File: src/rtl/ram_block_mover.sv
// Block copy / block fill engine that owns the single-port data RAM while busy.
// Copies are memmove-safe: overlapping moves to a higher address run top-down.
module ram_block_mover #(
   parameter int ADDR_W = 10,
   parameter int DATA_W = 32
) (
   input  logic              clk,
   input  logic              reset,
   input  logic              start,
   input  logic              mode,
   input  logic [ADDR_W-1:0] src_addr,
   input  logic [ADDR_W-1:0] dst_addr,
   input  logic [ADDR_W:0]   len,
   input  logic [DATA_W-1:0] fill_val,
   output logic              busy,
   output logic              done,
   output logic              err,
   output logic [ADDR_W:0]   count,
   output logic              ram_we,
   output logic [ADDR_W-1:0] ram_addr,
   output logic [DATA_W-1:0] ram_din,
   input  logic [DATA_W-1:0] ram_dout
);

   typedef enum logic [2:0] {IDLE, CHECK, RD, CAP, WR, FIN} state_t;

   localparam logic [ADDR_W:0]   MEM_WORDS = (ADDR_W+1)'(1) << ADDR_W;
   localparam logic [ADDR_W-1:0] PTR_ONE   = ADDR_W'(1);

   state_t              r_state;
   logic                r_mode;
   logic                r_desc;
   logic [ADDR_W-1:0]   r_src;
   logic [ADDR_W-1:0]   r_dst;
   logic [ADDR_W:0]     r_len;
   logic [DATA_W-1:0]   r_fill;
   logic [ADDR_W-1:0]   r_srcPtr;
   logic [ADDR_W-1:0]   r_dstPtr;
   logic [ADDR_W:0]     r_count;
   logic                r_busy;
   logic                r_done;
   logic                r_err;
   logic                r_we;
   logic [ADDR_W-1:0]   r_addr;
   logic [DATA_W-1:0]   r_din;

   logic [ADDR_W:0]     w_dstEnd;
   logic [ADDR_W:0]     w_srcEnd;
   logic                w_rangeBad;
   logic                w_desc;
   logic [ADDR_W-1:0]   w_lenM1;
   logic [ADDR_W-1:0]   w_srcFirst;
   logic [ADDR_W-1:0]   w_dstFirst;
   logic [ADDR_W-1:0]   w_srcNext;
   logic [ADDR_W-1:0]   w_dstNext;
   logic [ADDR_W:0]     w_countNext;

   // Range check uses one extra bit so base+len can reach exactly 1024.
   assign w_dstEnd    = {1'b0, r_dst} + r_len;
   assign w_srcEnd    = {1'b0, r_src} + r_len;
   assign w_rangeBad  = (w_dstEnd > MEM_WORDS) || (!r_mode && (w_srcEnd > MEM_WORDS));
   assign w_desc      = !r_mode && (r_dst > r_src);
   assign w_lenM1     = r_len[ADDR_W-1:0] - PTR_ONE;
   assign w_srcFirst  = w_desc ? (r_src + w_lenM1) : r_src;
   assign w_dstFirst  = w_desc ? (r_dst + w_lenM1) : r_dst;
   assign w_srcNext   = r_desc ? (r_srcPtr - PTR_ONE) : (r_srcPtr + PTR_ONE);
   assign w_dstNext   = r_desc ? (r_dstPtr - PTR_ONE) : (r_dstPtr + PTR_ONE);
   assign w_countNext = r_count + (ADDR_W+1)'(1);

   // RAM port outputs are registered alongside the state so they line up with it.
   always_ff @(posedge clk or posedge reset) begin
      if (reset) begin
         r_state  <= IDLE;
         r_mode   <= 1'b0;
         r_desc   <= 1'b0;
         r_src    <= '0;
         r_dst    <= '0;
         r_len    <= '0;
         r_fill   <= '0;
         r_srcPtr <= '0;
         r_dstPtr <= '0;
         r_count  <= '0;
         r_busy   <= 1'b0;
         r_done   <= 1'b0;
         r_err    <= 1'b0;
         r_we     <= 1'b0;
         r_addr   <= '0;
         r_din    <= '0;
      end else begin
         r_done <= 1'b0;
         r_err  <= 1'b0;
         r_we   <= 1'b0;
         case (r_state)
            // FIN is the done cycle; a new request may already be accepted there.
            IDLE, FIN: begin
               if (start) begin
                  r_mode  <= mode;
                  r_src   <= src_addr;
                  r_dst   <= dst_addr;
                  r_len   <= len;
                  r_fill  <= fill_val;
                  r_count <= '0;
                  r_busy  <= 1'b1;
                  r_state <= CHECK;
               end else begin
                  r_state <= IDLE;
               end
            end
            CHECK: begin
               if (w_rangeBad) begin
                  r_err   <= 1'b1;
                  r_busy  <= 1'b0;
                  r_state <= IDLE;
               end else if (r_len == '0) begin
                  r_done  <= 1'b1;
                  r_busy  <= 1'b0;
                  r_state <= FIN;
               end else begin
                  r_desc   <= w_desc;
                  r_srcPtr <= w_srcFirst;
                  r_dstPtr <= w_dstFirst;
                  if (r_mode) begin
                     r_we    <= 1'b1;
                     r_addr  <= w_dstFirst;
                     r_din   <= r_fill;
                     r_state <= WR;
                  end else begin
                     r_addr  <= w_srcFirst;
                     r_state <= RD;
                  end
               end
            end
            RD: begin
               r_state <= CAP;
            end
            CAP: begin
               r_we    <= 1'b1;
               r_addr  <= r_dstPtr;
               r_din   <= ram_dout;
               r_state <= WR;
            end
            WR: begin
               r_count  <= w_countNext;
               r_srcPtr <= w_srcNext;
               r_dstPtr <= w_dstNext;
               if (w_countNext == r_len) begin
                  r_done  <= 1'b1;
                  r_busy  <= 1'b0;
                  r_state <= FIN;
               end else if (r_mode) begin
                  r_we    <= 1'b1;
                  r_addr  <= w_dstNext;
                  r_state <= WR;
               end else begin
                  r_addr  <= w_srcNext;
                  r_state <= RD;
               end
            end
            default: begin
               r_busy  <= 1'b0;
               r_state <= IDLE;
            end
         endcase
      end
   end

   assign busy     = r_busy;
   assign done     = r_done;
   assign err      = r_err;
   assign count    = r_count;
   assign ram_we   = r_we;
   assign ram_addr = r_addr;
   assign ram_din  = r_din;

endmodule

File: config.mk
export PLATFORM = sky130hd
export DESIGN_NAME = ram_block_mover
export DESIGN_NICKNAME = d
export VERILOG_FILES = /design/src/rtl/ram_block_mover.sv
export SDC_FILE = /design/constraint.sdc
export NUM_CORES = 1
export LEC_CHECK = 0
export BUFFER_PORTS_ARGS = -buffer_cell sky130_fd_sc_hd__buf_2
export CORE_ASPECT_RATIO = 0.75
export CORE_UTILIZATION = 52
export DETAILED_ROUTE_END_ITERATION = 8
export HOLD_SLACK_MARGIN = 0.02
export PLACE_DENSITY = 0.74
export SLEW_MARGIN = 30
export SYNTH_ARGS = -nofsm -noshare
export SYNTH_HDL_FRONTEND = slang
export SYNTH_SLANG_ARGS = --single-unit
File: constraint.sdc
create_clock -name clk -period 4.61 [get_ports clk]
set_input_delay 0.6915 -clock clk [delete_from_list [all_inputs] [get_ports clk]]
set_output_delay 0.6915 -clock clk [all_outputs]
set_load 0.1 [all_outputs]
==> metrics <==
status=complete, no violations; CTS Buf Count=17; clock tree sinks=145; post-synthesis area per instance=9.62 um^2; Post-synth top cells=dfrtp_1, nand2_1, o21ai_0; top cell type's share of synthesized area=36.6%; Reg2Reg Depth=13; via count=8490; Reg clk slew, reported paths=0.07 ns; top cell type by total area after synthesis=dfrtp_1; Finish-stage setup viols=0; global route total overflow=0; drt initial violations=643; synth-to-layout area growth=16.4%; Worst setup EP type=register; RSZ-0062 raised after global routing=no; largest net degree at the start of global routing=83; CTS Hold Bufs=0; Hold Fails Final Rpt=0; Die ar.=19600 um^2; Final TNS setup=0 ns; first-pass GRT wire length=42700 um; PortBufs=155; drt wl/cell=18.6 um; asr flop ratio synth=100%; Horiz. Die Dim=161 um; # diodes=0; Initial Util=53.4%; Top-Level Pins=156; Net Count, Synth=1202; RD Place Congestion=0.946; data required time at the worst endpoint=4.96 ns; Post-CTS Resized=0; fin nets=1336; Reg2Reg Setup Slack=0.84 ns; H-tree depth=4; worst r2r src=r_len[0]; final-report max-slew violation count=0; Crit Path Max Fanout=38; Fin Clk Skew=0.00796 ns; Seq cells post-synth=145; reg2reg end=r_dstPtr[0]; Unique masters post-synth=73; core area=18600 um^2; post-synthesis sequential area ratio=36.6%; layout cells sized above 1=24.2%; row count=43; vias in the first global route=8069; Mapped Cells=1031; Worst setup SP type=register; Worst Hold Class=in2async; Mapped Area=9910 um^2; total track usage=28.0%; Slew HR=39.2%; Ys Warns=0; WP data arrival=4.12 ns; EDFF count, synth=0; count leader, synth=dfrtp_1; Post-route DRC=0; DRT antenna net count=0; crit path time final=3.77 ns; Worst-Skew Late Latency=0.43 ns; Via density=5.96; CP Class=reg2reg; clk buf depth=2; Area contributors post-synth=dfrtp_1, ha_1, mux2_2, o21ai_0, nand2_1; Final period util=81.8%; WL final=26600 um; initial antenna violation count=0; drt pass-1 iters=5; Root Driver=clkbuf_16; Die H=122 um; HPWL Detailed=18900 um; Post-CTS Setup Inserts=0; Slew @ Worst Pin=0.912 ns; max_cap viols=0; CTS tree=done; top_reg_cell synth=dfrtp_1; Max Fclk=265 MHz
## layout by cell type (no fill, tap or decap), types with 6 or more instances in the layout
cell type	instances
buf_2	155
dfrtp_1	144
nand2_1	97
o21ai_0	76
ha_1	66
nor2_1	62
mux2_2	59
a21oi_1	44
nand2b_1	38
o31ai_1	36
xnor2_1	35
a2bb2oi_1	29
xor2_1	28
inv_1	26
mux2i_1	21
clkbuf_16	17
a21o_1	14
nor3_1	13
nor2b_1	12
buf_4	12
and3_1	11
o21ai_1	10
mux2_4	10
a22oi_1	9
a211oi_1	8
nor4_1	8
nand3_1	7
o211ai_1	7
a221o_1	7
fa_1	6
## registers in the layout (all words and copies together) (netlist names), 10 cells and up
signal / cells
r_fill: 32
ram_din: 32
count: 11
r_len: 11
r_dstPtr: 10
r_dst: 10
r_srcPtr: 10
r_src: 10
ram_addr: 10
## metal layers
layer	part of all wire [%]	vias up	global-route usage [%]
met5	0	-	0
met2	44	283	42.3
met3	6.6	30	6.44
met1	47	4125	40.4
met4	1.6	0	6.84
li1	-	4052	-
## stage by stage
| step | setup slack (ns) | cell area (um^2) | instances | utilization, % | hold slack [ns] |
|---|---|---|---|---|---|
| finish | 0.838 | 11500 | 1425 | 62.2 | 0.403 |
| global route | 0.485 | 11500 | 1425 | 62.2 | 0.453 |
| CTS | 0.856 | 11500 | 1425 | 62.2 | 0.423 |
| detailed placement | 0.879 | 10900 | 1393 | 58.7 | 0.493 |
| global placement | 0.962 | 10900 | 1393 | 58.7 | 0.482 |
| floorplan | 0.0239 | 9910 | 1031 | - | 0.472 |
## worst max-delay path, cell delays in order, from the launching register on
cell      delay (ns)
dfrtp_1         0.47
ha_1            0.23
inv_1           0.06
fa_1            0.38
nand2b_1        0.20
a21o_1          0.19
a21oi_1         0.20
xor2_1          0.10
or4_4           0.53
o31ai_4         0.27
and4_1          0.23
buf_4           0.38
mux2_2          0.38
o21ai_1         0.07
## worst max path at each step
stage | from | depth (start not counted) | end | slack, ns
after floorplan | reset | 1 | busy | 0.02
after detailed placement | r_len[0] | 13 | r_dstPtr[0] | 0.88
after global routing | r_len[2] | 13 | ram_addr[9] | 0.48
after global placement | r_len[0] | 13 | r_dstPtr[0] | 0.96
final | r_len[0] | 13 | r_dstPtr[0] | 0.84
after CTS | r_len[0] | 13 | r_dstPtr[0] | 0.86
## layout make-up
type | instances | area, um^2
well taps | 247 | 309
clock inverters | 15 | 216
fillers | 1576 | 7020
inverters | 28 | 110
multi-input cells | 805 | 5960
flip-flops and latches | 145 | 3630
repair buffers | 168 | 886
clock buffers | 17 | 425
## logic make-up after synthesis
group | after synthesis | synth area share (%)
DFF | 145 | 36.6
adders and majority gates | 72 | 9.54
xor gates and xnor gates | 64 | 5.79
buffers and inverters | 81 | 3.36
and+or+nand+nor | 286 | 14.3
AOI/OAI and AO/OA | 293 | 20.1
muxes | 90 | 10.3
Power is left out: the tool's default activity adds up to more than one toggle a clock period on the data nets, which glitch-free logic cannot reach.
